### src/rtl/feature_map_axis_tx.sv
// Streams a stored feature map row-major as an AXI4-Stream frame (TUSER = SOF, TLAST = EOL).
// First beat 3 cycles after start; a 2-entry buffer absorbs read latency and holds beats under TREADY=0.
module feature_map_axis_tx #(
  parameter int DATA_WIDTH         = 16,
  parameter int C_AXIS_TDATA_WIDTH = 32,
  parameter int IMG_WIDTH          = 32,
  parameter int IMG_HEIGHT         = 32,
  parameter int ADDR_WIDTH         = 14
) (
  input  logic                            clk,
  input  logic                            reset,
  input  logic                            start,
  output logic                            busy,
  output logic                            done,
  output logic                            rd_en,
  output logic [ADDR_WIDTH-1:0]           rd_addr,
  input  logic [DATA_WIDTH-1:0]           rd_data,
  output logic                            m00_axis_tvalid,
  output logic [C_AXIS_TDATA_WIDTH-1:0]   m00_axis_tdata,
  output logic [C_AXIS_TDATA_WIDTH/8-1:0] m00_axis_tstrb,
  output logic                            m00_axis_tlast,
  output logic                            m00_axis_tuser,
  input  logic                            m00_axis_tready
);

  localparam int N     = IMG_WIDTH * IMG_HEIGHT;
  localparam int COL_W = (IMG_WIDTH > 1) ? $clog2(IMG_WIDTH) : 1;
  localparam int EW    = DATA_WIDTH + 2;

  typedef enum logic [1:0] {IDLE, RUN, DRAIN, DONE} state_t;

  state_t                state_q;
  logic                  busy_q, done_q;
  logic [ADDR_WIDTH-1:0] rd_cnt_q, rd_cnt_d;
  logic [COL_W-1:0]      rd_col_q, rd_col_d;
  logic                  inflight_q;
  logic [1:0]            inflight_flags_q;
  logic [EW-1:0]         ent0_q, ent0_d, ent1_q, ent1_d;
  logic [1:0]            occ_q, occ_d;
  logic                  pop, push, last_rd;
  logic [2:0]            pending;
  logic [EW-1:0]         push_ent;

  assign pop      = m00_axis_tvalid && m00_axis_tready;
  assign push     = inflight_q;
  assign push_ent = {rd_data, inflight_flags_q};
  // Reads in the buffer or on their way back, after this cycle's pop, must stay below two.
  assign pending  = 3'(occ_q) + 3'(inflight_q) - 3'(pop);
  assign rd_en    = (state_q == RUN) && (pending < 3'd2);
  assign last_rd  = (rd_cnt_q == ADDR_WIDTH'(N - 1));
  assign rd_addr  = rd_cnt_q;

  always_comb begin
    rd_cnt_d = rd_cnt_q;
    rd_col_d = rd_col_q;
    if (rd_en) begin
      rd_cnt_d = last_rd ? '0 : rd_cnt_q + ADDR_WIDTH'(1);
      rd_col_d = (rd_col_q == COL_W'(IMG_WIDTH - 1)) ? '0 : rd_col_q + COL_W'(1);
    end
  end

  always_comb begin
    ent0_d = ent0_q;
    ent1_d = ent1_q;
    occ_d  = occ_q;
    case ({push, pop})
      2'b10: begin
        if (occ_q == 2'd0) ent0_d = push_ent;
        else               ent1_d = push_ent;
        occ_d = occ_q + 2'd1;
      end
      2'b01: begin
        ent0_d = ent1_q;
        occ_d  = occ_q - 2'd1;
      end
      2'b11: begin
        if (occ_q == 2'd1) begin
          ent0_d = push_ent;
        end else begin
          ent0_d = ent1_q;
          ent1_d = push_ent;
        end
      end
      default: ;
    endcase
  end

  always_ff @(posedge clk or posedge reset) begin
    if (reset) begin
      rd_cnt_q         <= '0;
      rd_col_q         <= '0;
      inflight_q       <= 1'b0;
      inflight_flags_q <= 2'b00;
      ent0_q           <= '0;
      ent1_q           <= '0;
      occ_q            <= 2'd0;
    end else begin
      rd_cnt_q         <= rd_cnt_d;
      rd_col_q         <= rd_col_d;
      inflight_q       <= rd_en;
      inflight_flags_q <= {rd_cnt_q == '0, rd_col_q == COL_W'(IMG_WIDTH - 1)};
      ent0_q           <= ent0_d;
      ent1_q           <= ent1_d;
      occ_q            <= occ_d;
    end
  end

  always_ff @(posedge clk or posedge reset) begin
    if (reset) begin
      state_q <= IDLE;
      busy_q  <= 1'b0;
      done_q  <= 1'b0;
    end else begin
      done_q <= 1'b0;
      case (state_q)
        IDLE: if (start) begin
          state_q <= RUN;
          busy_q  <= 1'b1;
        end
        RUN: if (rd_en && last_rd) state_q <= DRAIN;
        // Leave as the final beat is accepted so done lands on the following cycle.
        DRAIN: if (occ_d == 2'd0) begin
          state_q <= DONE;
          done_q  <= 1'b1;
        end
        DONE: begin
          state_q <= IDLE;
          busy_q  <= 1'b0;
        end
        default: state_q <= IDLE;
      endcase
    end
  end

  assign busy            = busy_q;
  assign done            = done_q;
  assign m00_axis_tvalid = (occ_q != 2'd0);
  assign m00_axis_tdata  = m00_axis_tvalid ? C_AXIS_TDATA_WIDTH'(ent0_q[EW-1:2]) : '0;
  assign m00_axis_tuser  = m00_axis_tvalid && ent0_q[1];
  assign m00_axis_tlast  = m00_axis_tvalid && ent0_q[0];
  assign m00_axis_tstrb  = {(C_AXIS_TDATA_WIDTH/8){m00_axis_tvalid}};

endmodule

### config.mk
export PLATFORM = sky130hd
export DESIGN_NAME = feature_map_axis_tx
export DESIGN_NICKNAME = d
export VERILOG_FILES = /design/src/rtl/feature_map_axis_tx.sv
export SDC_FILE = /design/constraint.sdc
export NUM_CORES = 1
export LEC_CHECK = 0
export CAP_MARGIN = 0
export CORE_ASPECT_RATIO = 0.6
export CORE_MARGIN = 2
export CORE_UTILIZATION = 54
export DETAILED_ROUTE_END_ITERATION = 12
export GPL_TIMING_DRIVEN = 0
export HOLD_SLACK_MARGIN = 0.02
export PLACE_DENSITY = 0.86
export SLEW_MARGIN = 30
export SYNTH_ARGS = -nofsm -noshare
export SYNTH_HDL_FRONTEND = slang
export SYNTH_SLANG_ARGS = --single-unit
export TNS_END_PERCENT = 1
### constraint.sdc
create_clock -name clk -period 9.3 [get_ports clk]
set_clock_uncertainty 0.15 [all_clocks]
set_input_delay 1.395 -clock clk [delete_from_list [all_inputs] [get_ports clk]]
set_output_delay 1.395 -clock clk [all_outputs]
set_load 0.01 [all_outputs]
After elaboration in Yosys (flattened, before gate mapping)
Index checks and enable logic that the tools add are counted.

word-level totals
  ROM bits = 0
  register bits after elaboration = 64
  logic and storage cells = 67
  input bits = 20
  bits in writable memories = 0
  output and inout bits = 56
  memories kept = 0
  bits in latches = 0

cells by class
  $add $sub $neg = 6
  equal/unequal tests = 15
  bitwise logic cells = 0
  reductions and logical operators = 17
  divide/modulo/power cells = 0
  mux-type cells = 18
  magnitude comparators = 1
  multipliers = 0
  shift-type cells = 0

operators by type and width
  kind                     count
  $mux W18                 4
  $pmux W18 S3             1
  $pmux W18 S2             1
  $mux W16                 1
  $add A14 B1 Y14 const B  1
  $eq A14 B10 Y1 const B   1
  $logic_not A14 Y1        1
  $mux W14                 1
  $ne A2 B2 Y1 const B     5
  $eq A2 B2 Y1 const B     4
  $pmux W2 S4              1
  $eq A2 B1 Y1 const B     3
  $logic_not A2 Y1         3
  $mux W2                  3
  $reduce_and A3 Y1        2
  $reduce_bool A2 Y1       3
  $add A5 B1 Y5 const B    1
  $eq A5 B5 Y1 const B     1
  $logic_and A1 B1 Y1      5
  $mux W5                  1
  $pmux W2 S2              1
  $reduce_and A2 Y1        2
  $add A2 B1 Y3            1
  $lt A3 B2 Y1 const B     1
  7 further kinds          9

Logic depth before layout (Yosys ltp)
Gate-level depths: netlist of the first run.

  word-level depth = 8
  depth in mapped cells = 13
  mapped depth without buffers = 12

Worst setup path after synthesis of the first run
Ideal clock, no wire load.

  path kind = input port to output port
  from = input m00_axis_tready
  to = output rd_en
  required time = 7.755 ns
  path buffers = 1
  data arrival time = 2.886 ns
  slack = 4.869 ns
  stages on the path = 8
  cells stage by stage = nand2b_1 nor2_1 o21ai_0 fa_1 nand2_1 or2_1 inv_2 buf_2

between the ends
  word-level cells in the longest chain between the ends = 4

RTL lines
  element              line  RTL
  start: declaration   23    input logic m00_axis_tready
  $logic_and A1 B1 Y1  44    assign pop = m00_axis_tvalid && m00_axis_tready;
  $sub A3 B1 Y3        48    assign pending = 3'(occ_q) + 3'(inflight_q) - 3'(pop);
  $lt A3 B2 Y1         49    assign rd_en = (state_q == RUN) && (pending < 3'd2);
  $logic_and A1 B1 Y1  49
  end: declaration     15    output logic rd_en,

No other way between the ends.

Worst setup path after layout of the first run
Ends and elaborated chain as after synthesis.

==> flow_summary.yaml, run 1 <==
yosys:
  synth-seq-cells: 64
  syn_area_mm2: 0.00328
  yosysSeqAreaShare: 0.488
  synth_cell_types: 37
  syn_inst: 314
  syn_avg_cell_area_um2: 10.5
  synth_warnings: 0
placed_design:
  hpwl_mm: 4.95
  dp.cells: 469
  io_buffers: 59
  place_congestion: 0.795
worst_setup_path:
  cpPeakStageDelay_ns: 0.57
  critPathTopFamily: "buffers and inverters"
  crit_fanout: 11
  path_common_cell: "clkdlybuf4s50_1"
  cp_num_buf_inv: 4
  path_cells: "clkdlybuf4s50_1 -> nand2b_1 -> nor2_1 -> o21ai_0 -> fa_1 -> nand2_1 -> or2_1 -> inv_2 -> buf_2 -> clkdlybuf4s50_1"
  start_kind: "input port"
  critPathSlowestCell: "clkdlybuf4s50_1"
  crit_required_ns: 7.76
  worstSetupPathType: "in -> out"
  end_kind: "output pin"
  crit_arrival_ns: 4.13
floorplanning:
  die_x_um: 105
  io_pins: 76
  start_util: 0.573
  rows: 21
  die-area_mm2: 0.00674
  core_mm2: 0.00573
  die_y_um: 64.4
clock_network:
  worstSkewPairLatency_ns: 0.35
  cts_sinks: 64
  cts_tree: "done"
  cts-buffers-inserted: 9
  hold_buffers: 0
  post_cts_resized: 0
  clock_path_buffers: 2
  root_buffer: "clkbuf_8"
  path_clk_slew_ns: 0.07
  post_cts_buffers: 0
  htreeDepth: 3
drt:
  viasPerCell: 5.12
  first_iter_violations: 115
  drtAntennaViolNets: 0
  drt_wl_total_mm: 7.01
  drc: 0
  num_vias: 2476
  firstDrtPassIters: 4
  routedWlPerCell_um: 14.5
global_route:
  grt_pass1_vias: 2469
  overflow: 0
  busiest_layer: "met2"
  use_met2: 0.376
  grt_first_pass_wirelength_mm: 11.7
  met3_usage: 0.0796
  antenna_found_initial: 0
  grt_max_degree: 37
  grtUsageMet1: 0.280
  grt.total_usage: 0.226
timing:
  finalSetupViolCount: 0
  fin_crit_ns: 5.67
  finalSetupTns_ns: 0
  report.final.hold_viol_count: 0
  post-route-period-util: 0.610
  max-slew-margin-rel: 0.499
  fin_hold_ws_ns: 0.327
  rsz0062_at_grt: "false"
  worst_slew_pin_slew_ns: 0.752
  max_freq_mhz: 176
  final-max-slew-violation-count: 0
final_layout:
  final_cells: 484
  area_growth_pct: 29.1
  nFillCells: 423
  diodes: 0
  drive_gt1_frac: 0.181
  fin_nets: 431
power_and_ir_drop:
  ir_worst_vdd_v: 0.000215
  power_leakage_uw: 0.00205
  total_power_uw: 1280
  powerDensity_mw_per_mm2: 301
status:
  outcome: "completed"
job:
  maxCapViolCount: 0
min_path:
  hp-class: "reg -> reg"
worst paths after layout:
kind | startpoint | endpoint | slack (ns) | cells past startpoint
min in group asynchronous | reset | ent1_q[13]$_DFFE_PP0P_ | 1.24 | 2
hold / removal | ent0_q[2]$_DFFE_PP0P_ | ent0_q[2]$_DFFE_PP0P_ | 0.33 | 2
max in group asynchronous | reset | ent1_q[4]$_DFFE_PP0P_ | 7.26 | 3
setup / recovery | m00_axis_tready | rd_en | 3.63 | 10
hold reg to reg | ent0_q[2]$_DFFE_PP0P_ | ent0_q[2]$_DFFE_PP0P_ | 0.33 | 2
setup reg to reg | occ_q[1]$_DFF_PP0_ | state_q[1]$_DFFE_PP0P_ | 5.95 | 12
metrics by stage:
step	util	worst slack (ns)	area [um2]
6_report	0.740	3.63	4240
5_1_grt	0.740	3.44	4240
4_1_cts	0.740	3.63	4240
3_5_place_dp	0.707	3.63	4050
3_3_place_gp	0.703	3.67	4030
2_1_floorplan	-	4.87	3340
cell families (layout without fill, tap and decap cells):
kind of cell	Yosys count	after routing	share of synthesized area
multiplexers	40	40	0.130
buffers and inverters	43	118	0.0747
other	1	16	0.00114
AO/OA/AOI/OAI	34	34	0.0568
AND/OR/NAND/NOR	107	107	0.168
XOR/XNOR	14	14	0.0374
adder cells (fa/ha/maj)	11	11	0.0442
flip-flops	64	64	0.488
layer usage:
| metal | routed length (um) | vias up |
|---|---|---|
| met5 | 0 | - |
| met4 | 101 | 0 |
| met3 | 417 | 13 |
| met2 | 3350 | 62 |
| met1 | 3140 | 1217 |
| li1 | - | 1184 |
synth_stat cells (all sizes together):
| cell type | number | area, um2 |
|---|---|---|
| a21oi | 4 | 20.0 |
| a221oi | 1 | 15.0 |
| and2 | 2 | 13.8 |
| and3 | 5 | 33.8 |
| buf | 27 | 185 |
| clkbuf | 4 | 15.0 |
| conb | 1 | 3.75 |
| dfrtp | 64 | 1600 |
| fa | 1 | 20.0 |
| ha | 10 | 125 |
| inv | 12 | 45.0 |
| mux2 | 20 | 225 |
| mux2i | 20 | 200 |
| nand2 | 44 | 168 |
| nand2b | 1 | 6.26 |
| nand3 | 7 | 40.0 |
| nand4 | 4 | 25.0 |
| nor2 | 16 | 76.3 |
| nor2b | 20 | 125 |
| nor3 | 2 | 10.0 |
| nor4 | 3 | 31.3 |
| o21ai | 27 | 135 |
| o22ai | 1 | 6.26 |
| o32a | 1 | 10.0 |
| or2 | 2 | 12.5 |
| or4b | 1 | 10.0 |
| xnor2 | 9 | 78.8 |
| xor2 | 5 | 43.8 |
cells in the final DEF, fill, tap and decap left out, types with 3 or more instances in the layout:
cell type / n
a21oi_1: 4
and3_1: 3
buf_2: 7
buf_4: 20
clkbuf_1: 5
clkbuf_8: 9
clkdlybuf4s50_1: 59
conb_1: 16
dfrtp_1: 64
ha_1: 10
inv_1: 10
mux2_2: 19
mux2i_1: 20
nand2_1: 43
nand3_1: 6
nand4_1: 4
nor2_1: 15
nor2b_1: 20
o21ai_0: 27
xnor2_1: 9
xor2_1: 5
power by group:
group	switching (uW)	leakage [uW]	internal, uW	total, uW
logic	287	0.00114	304	591
registers	70.6	0.000815	383	454
clock network	108	0.0000965	123	231
final cells by class:
| cell class | instances | area, um2 | share of cell area |
|---|---|---|---|
| buffer | 31 | 200 | 0.0473 |
| sequential | 64 | 1600 | 0.378 |
| multi-input combinational | 222 | 1490 | 0.352 |
| tap | 80 | 100 | 0.0236 |
| timing repair buffer | 60 | 611 | 0.144 |
| inverter | 12 | 47.5 | 0.0112 |
| clock inverter | 5 | 57.6 | 0.0136 |
| clock buffer | 10 | 128 | 0.0301 |
registers in the layout, indices dropped and copies added (netlist names):
register	flops
busy	1
done	1
ent0_q	18
ent1_q	18
inflight_flags_q	2
inflight_q	1
occ_q	2
rd_addr	14
rd_col_q	5
state_q	2
tightest hold or removal path: stages (launching register included):
cell and delay [ns]:
dfrtp_1 0.34, nand2_1 0.05, o21ai_0 0.06
Note: power is estimated with default switching activity, not from simulation.
==> run 2, diff against run 1 <==
--- a/config.mk
+++ b/config.mk
@@ -8,11 +8,11 @@
 export CAP_MARGIN = 0
 export CORE_ASPECT_RATIO = 0.6
 export CORE_MARGIN = 2
-export CORE_UTILIZATION = 54
+export CORE_UTILIZATION = 50
 export DETAILED_ROUTE_END_ITERATION = 12
 export GPL_TIMING_DRIVEN = 0
 export HOLD_SLACK_MARGIN = 0.02
-export PLACE_DENSITY = 0.86
+export PLACE_DENSITY = 0.81
 export SLEW_MARGIN = 30
 export SYNTH_ARGS = -nofsm -noshare
 export SYNTH_HDL_FRONTEND = slang
==> constraint.sdc (replaced) <==
create_clock -name clk -period 5.4 [get_ports clk]
set_clock_uncertainty 0.15 [all_clocks]
set_input_delay 0.81 -clock clk [delete_from_list [all_inputs] [get_ports clk]]
set_output_delay 0.81 -clock clk [all_outputs]
set_load 0.01 [all_outputs]
==> run 2 against run 1 <==
  * Utilization fell by 5.2 points
  * Register-to-register slack got worse by 3.9 ns
  * Non-clock buffer count did not move
  * Sequential power rose by 71%
  * Clock power rose by 97%
  * Total power rose by 75%
  * Critical endpoint unchanged
  * First-iteration DRC count fell by 37%
  * Highest routed layer unchanged
==> flow_summary.yaml, run 2 (synthesis results as in run 1) <==
status:
  outcome: "completed"
drt:
  first_iter_violations: 72
  routedWlPerCell_um: 13.9
  firstDrtPassIters: 4
  viasPerCell: 5.00
  drt_wl_total_mm: 6.78
  num_vias: 2441
  drtAntennaViolNets: 0
  drc: 0
final_layout:
  mostFrequentLayoutCells: "64 x dfrtp_1, 59 x clkdlybuf4s50_1, 43 x nand2_1"
  area_growth_pct: 30.3
  nFillCells: 501
  fin_nets: 431
  regArea_mm2: 0.00160
  diodes: 0
  drive_gt1_frac: 0.181
  final_common_cell: "dfrtp_1"
  multi_input_area_mm2: 0.00149
worst_setup_path:
  crit_fanout: 11
  reg2reg_from: "occ_q[1]$_DFF_PP0_"
  path_cells: "clkdlybuf4s50_1 -> nand2b_1 -> nor2_1 -> o21ai_0 -> fa_1 -> nand2_1 -> or2_1 -> inv_2 -> buf_2 -> clkdlybuf4s50_1"
  rrSetupSlack_ns: 2.04
  end_kind: "output pin"
  crit_required_ns: 4.44
  start_kind: "input port"
  critPathTopFamily: "buffers and inverters"
  critPathSlowestCell: "clkdlybuf4s50_1"
  r2r_cells: 12
  path_common_cell: "clkdlybuf4s50_1"
  cp_num_buf_inv: 4
  worstSetupPathType: "in -> out"
  regToRegEndpoint: "state_q[1]$_DFFE_PP0P_"
  crit_arrival_ns: 3.52
  cpPeakStageDelay_ns: 0.57
global_route:
  grt_max_degree: 42
  antenna_found_initial: 0
  grt.total_usage: 0.208
  grt_pass1_vias: 2334
  overflow: 0
  grt_first_pass_wirelength_mm: 11.2
clock_network:
  path_clk_slew_ns: 0.06
  hold_buffers: 0
  post_cts_resized: 0
  cts-buffers-inserted: 9
  cts_sinks: 64
  cts_tree: "done"
  post_cts_buffers: 0
  root_buffer: "clkbuf_8"
  htreeDepth: 3
  worstSkewPairLatency_ns: 0.33
  clock_path_buffers: 2
power_and_ir_drop:
  ir_worst_vdd_v: 0.000286
  powerDensity_mw_per_mm2: 523
  power_leakage_uw: 0.00206
floorplanning:
  rows: 22
  start_util: 0.528
  die-area_mm2: 0.00725
  core_mm2: 0.00622
  die_y_um: 66.8
  io_pins: 76
  die_x_um: 109
job:
  maxCapViolCount: 0
placed_design:
  hpwl_mm: 4.84
  io_buffers: 59
  place_congestion: 0.864
  pre_cts_slack_ns: 0.912
timing:
  post-route-period-util: 0.831
  max-slew-margin-rel: 0.542
  finalSetupTns_ns: 0
  setup_slack_ns: 0.915
  final-max-slew-violation-count: 0
  report.final.hold_viol_count: 0
  fin_crit_ns: 4.48
  max_freq_mhz: 223
  finalSetupViolCount: 0
  rsz0062_at_grt: "false"
  worst_slew_pin_slew_ns: 0.687
min_path:
  hold_depth: 2
  whs_endpoint: "ent0_q[3]$_DFFE_PP0P_"
  hp-class: "reg -> reg"
  min_from: "ent0_q[3]$_DFFE_PP0P_"
run 2: cell count changes in the layout (fill, tap and decap cells not counted):
cell / delta
clkbuf_8: +2
inv_6: -1
clkinv_4: -1
clkinv_2: -1
bufinv_16: +1
run 2: worst min-delay path, delay by kind of cell (launching register included):
| family | cells | cell delay (ns) |
|---|---|---|
| flip-flops | 1 | 0.34 |
| AND/OR/NAND/NOR | 1 | 0.05 |
| AO/OA/AOI/OAI | 1 | 0.06 |
run 2: final cells by class:
| class | count | area share |
|---|---|---|
| buffer | 31 | 0.0468 |
| clock buffer | 12 | 0.0363 |
| clock inverter | 3 | 0.0152 |
| inverter | 12 | 0.0111 |
| multi-input combinational | 222 | 0.349 |
| sequential | 64 | 0.374 |
| tap | 84 | 0.0246 |
| timing repair buffer | 60 | 0.143 |
run 2: metrics by stage:
stage | power [uW] | std cells | hold WS, ns | utilization | area, um2
2_1_floorplan | 1400 | 329 | 0.292 | - | 3340
3_3_place_gp | 1740 | 472 | 0.304 | 0.648 | 4030
3_5_place_dp | 1790 | 473 | 0.313 | 0.652 | 4060
4_1_cts | 2250 | 488 | 0.327 | 0.687 | 4280
5_1_grt | 2400 | 488 | 0.345 | 0.687 | 4280
6_report | 2240 | 488 | 0.325 | 0.687 | 4280
run 2: power by group:
part	total (uW)	internal [uW]	switching [uW]
logic	1010	521	485
registers	778	660	117
clock network	455	282	173
total	2240	1460	775
run 2: worst max path at each step:
stage / end / slack [ns] / from / cells after the start
finish: rd_en / 0.92 / m00_axis_tready / 10
CTS: rd_en / 0.91 / m00_axis_tready / 10
global placement: rd_en / 0.92 / m00_axis_tready / 10
detailed placement: rd_en / 0.91 / m00_axis_tready / 10
floorplan: rd_en / 2.14 / m00_axis_tready / 8
global route: rd_en / 0.71 / m00_axis_tready / 10
run 2: layer usage:
| layer | global-route usage | vias up | share of wire |
|---|---|---|---|
| li1 | - | 1186 | - |
| met1 | 0.278 | 1180 | 0.48 |
| met2 | 0.316 | 62 | 0.44 |
| met3 | 0.0685 | 13 | 0.053 |
| met4 | 0.0753 | 0 | 0.019 |
| met5 | 0 | - | 0 |
==> variant, RTL diff (config.mk and constraints of run 1) <==
Make the reset (`reset`) synchronous in 2 clocked blocks.
--- a/src/rtl/feature_map_axis_tx.sv
+++ b/src/rtl/feature_map_axis_tx.sv
@@ -87,3 +87,3 @@
 
-  always_ff @(posedge clk or posedge reset) begin
+  always_ff @(posedge clk) begin
     if (reset) begin
@@ -107,3 +107,3 @@
 
-  always_ff @(posedge clk or posedge reset) begin
+  always_ff @(posedge clk) begin
     if (reset) begin
Check against the original RTL: differs if reset is asserted again (counterexample within 4 cycles, from zero or initial values and one cycle with reset high); with reset held inactive, the same outputs for 10 cycles.
==> variant against run 1 <==
- area after synthesis shrank 4.6%
- sequential cell count is the same
- synthesized cell count grew 19%
- maximum frequency shrank 2.0%
- setup slack lost 110 ps
- routed wire length grew 2.8%
- sequential power shrank 20%
- cell area shrank 4.8%
- power shrank 20%
- global-route usage grew 1.1 points
- sequential share of layout area shrank 6.0 points
- critical path type unchanged
==> variant: results (changes against run 1) <==
Worst setup path
  • Number of cells traversed by the worst register-to-register path: 13 (+1)
  • Worst endpoint data arrival time: 4240 ps (+110 ps)
  • Largest incremental delay on the critical path: 560 ps
  • CP max FO: 8 (-3)
  • Master of the slowest instance on the critical path: clkdlybuf4s50_1

Place
  • Worst slack at placement: 3570 ps (-60.0 ps)
  • RePlAce Congestion: 0.856 (+7.7%)
  • Placed cells: 526 (+12%)
  • Number of buffers inserted by port buffering: 58 (-1.7%)
  • DP Wirelength: 5340 um (+8.0%)
  • Post-Place Cell Area: 0.00387 mm^2 (-4.5%)

Status
  • Status: completed

Clock tree
  • Clk_lat worst skew: 340 ps
  • Worst-path clk slew: 70 ps (about the same)
  • TritonCTS Buffers: 9 (unchanged)

Synth
  • Average cell area after synthesis: 8.40 um^2 (-20%)
  • Count of distinct cell types in the synthesized netlist: 42 (+14%)
  • Ranking of synthesized cells by instance count: dfxtp_1 (64), nand2_1 (51), nor2_1 (46)
  • Async S/R FF share, synth: 0% (-100 points)
  • Portion of the post-synthesis area used by sequential elements: 40.9% (-7.9 points)
  • Top cells by area in the synthesized netlist: dfxtp_1 (41%), nand2_1 (6.1%), mux2i_1 (6.1%)

Drt
  • Total met2 wirelength after detailed routing: 3270 um (-2.4%)
  • Top layer used by detailed routing: met4
  • Vias per cell: 5.08 (-0.78%)
  • Via count: 2,751 (+11%)
  • Wire length the detailed router placed on met1: 3350 um (+6.8%)
  • Detail-routed net length per standard cell: 13.3 um (-8.2%)
  • Post-route ant nets: 0 (unchanged)
  • Wire length on met3: 512 um (+23%)
  • DR iter-0 viols: 193 (+68%)
  • Pre-Repair DR Iteration Count: 4 (unchanged)

GRT
  • Aggregate global-route resource usage: 23.6% (+1.1 points)
  • Routing usage on met1: 31.9% (+4.0 points)
  • Number of global-route vias before repair: 2,556 (+3.5%)
  • Layer carrying the most global-route usage: met2
  • GR met2 Demand/Resource: 37.3% (-0.25 points)
  • First-pass GRT wire length: 11,900 um (+2.2%)
  • Met3 Track Usage GR: 5.70% (-2.3 points)
  • Maximum number of pins on one net before global-route repair: 12 (-68%)

Power and ir drop
  • Leak pwr: 0.00161 uW (-21%)
  • Maximum VDD drop: 138 uV (-36%)
  • Switching Share: 37.9% (+1.4 points)

Worst hold path
  • Number of cells on the worst hold path: 2 (unchanged)

Layout
  • Net count of the finished layout: 488 (+13%)
  • Antenna cells: 0 (unchanged)
  • Share of post-route cells with drive strength above 1: 10.4% (-7.7 points)

Timing
  • Worst-case headroom to the max-slew limit: 63.1% (+13 points)
==> variant: worst paths after layout <==
| kind | from | slack [ps] | end |
|---|---|---|---|
| max | m00_axis_tready | 3510 | rd_en |
| min | ent1_q[5] | 310 | ent1_q[5] |
| max reg2reg | occ_q[1] | 5740 | state_q[0] |
| min reg2reg | ent1_q[5] | 310 | ent1_q[5] |
==> variant: power groups by stage <==
| stage | registers (uW) | logic (uW) | clock network, uW |
|---|---|---|---|
| final | 361 | 458 | 204 |
| after global routing | 367 | 505 | 217 |
| after floorplan | 358 | 312 | 0 |
| after CTS | 360 | 457 | 204 |
| after global placement | 363 | 437 | 0 |
| after detailed placement | 366 | 455 | 0 |
==> variant: final cells by class <==
class	count	area, um^2
flip-flops and latches	64	1280
clock inverters	6	36.3
inverters	12	45.0
well taps	80	100
fillers	417	1560
clock buffers	10	128
repair buffers	58	581
multi-input cells	271	1620
plain buffers	41	241
==> variant: kinds of logic (layout without fill, tap and decap cells) <==
group                    count (synthesis)  in the layout  share of synthesized area, %
AO/OA/AOI/OAI                           54             54                          10.7
XOR/XNOR                                16             16                          4.47
adder cells (fa/ha/maj)                 11             11                          4.63
buffers and inverters                   53            127                          9.15
flip-flops                              64             64                          40.9
multiplexers                            19             19                          6.07
other                                    1             16                         0.120
AND/OR/NAND/NOR                        155            155                          23.9
==> variant: worst register-to-register path, stage by stage (launching register included) <==
cell and delay (ps):
dfxtp_1 450, inv_1 110, ha_1 230, nor2b_1 110, buf_2 210, xnor2_1 160
and2_1 180, inv_1 60, fa_1 380, xnor2_1 320, and3b_2 300, nand4_2 160
a221o_1 440, a211oi_1 230
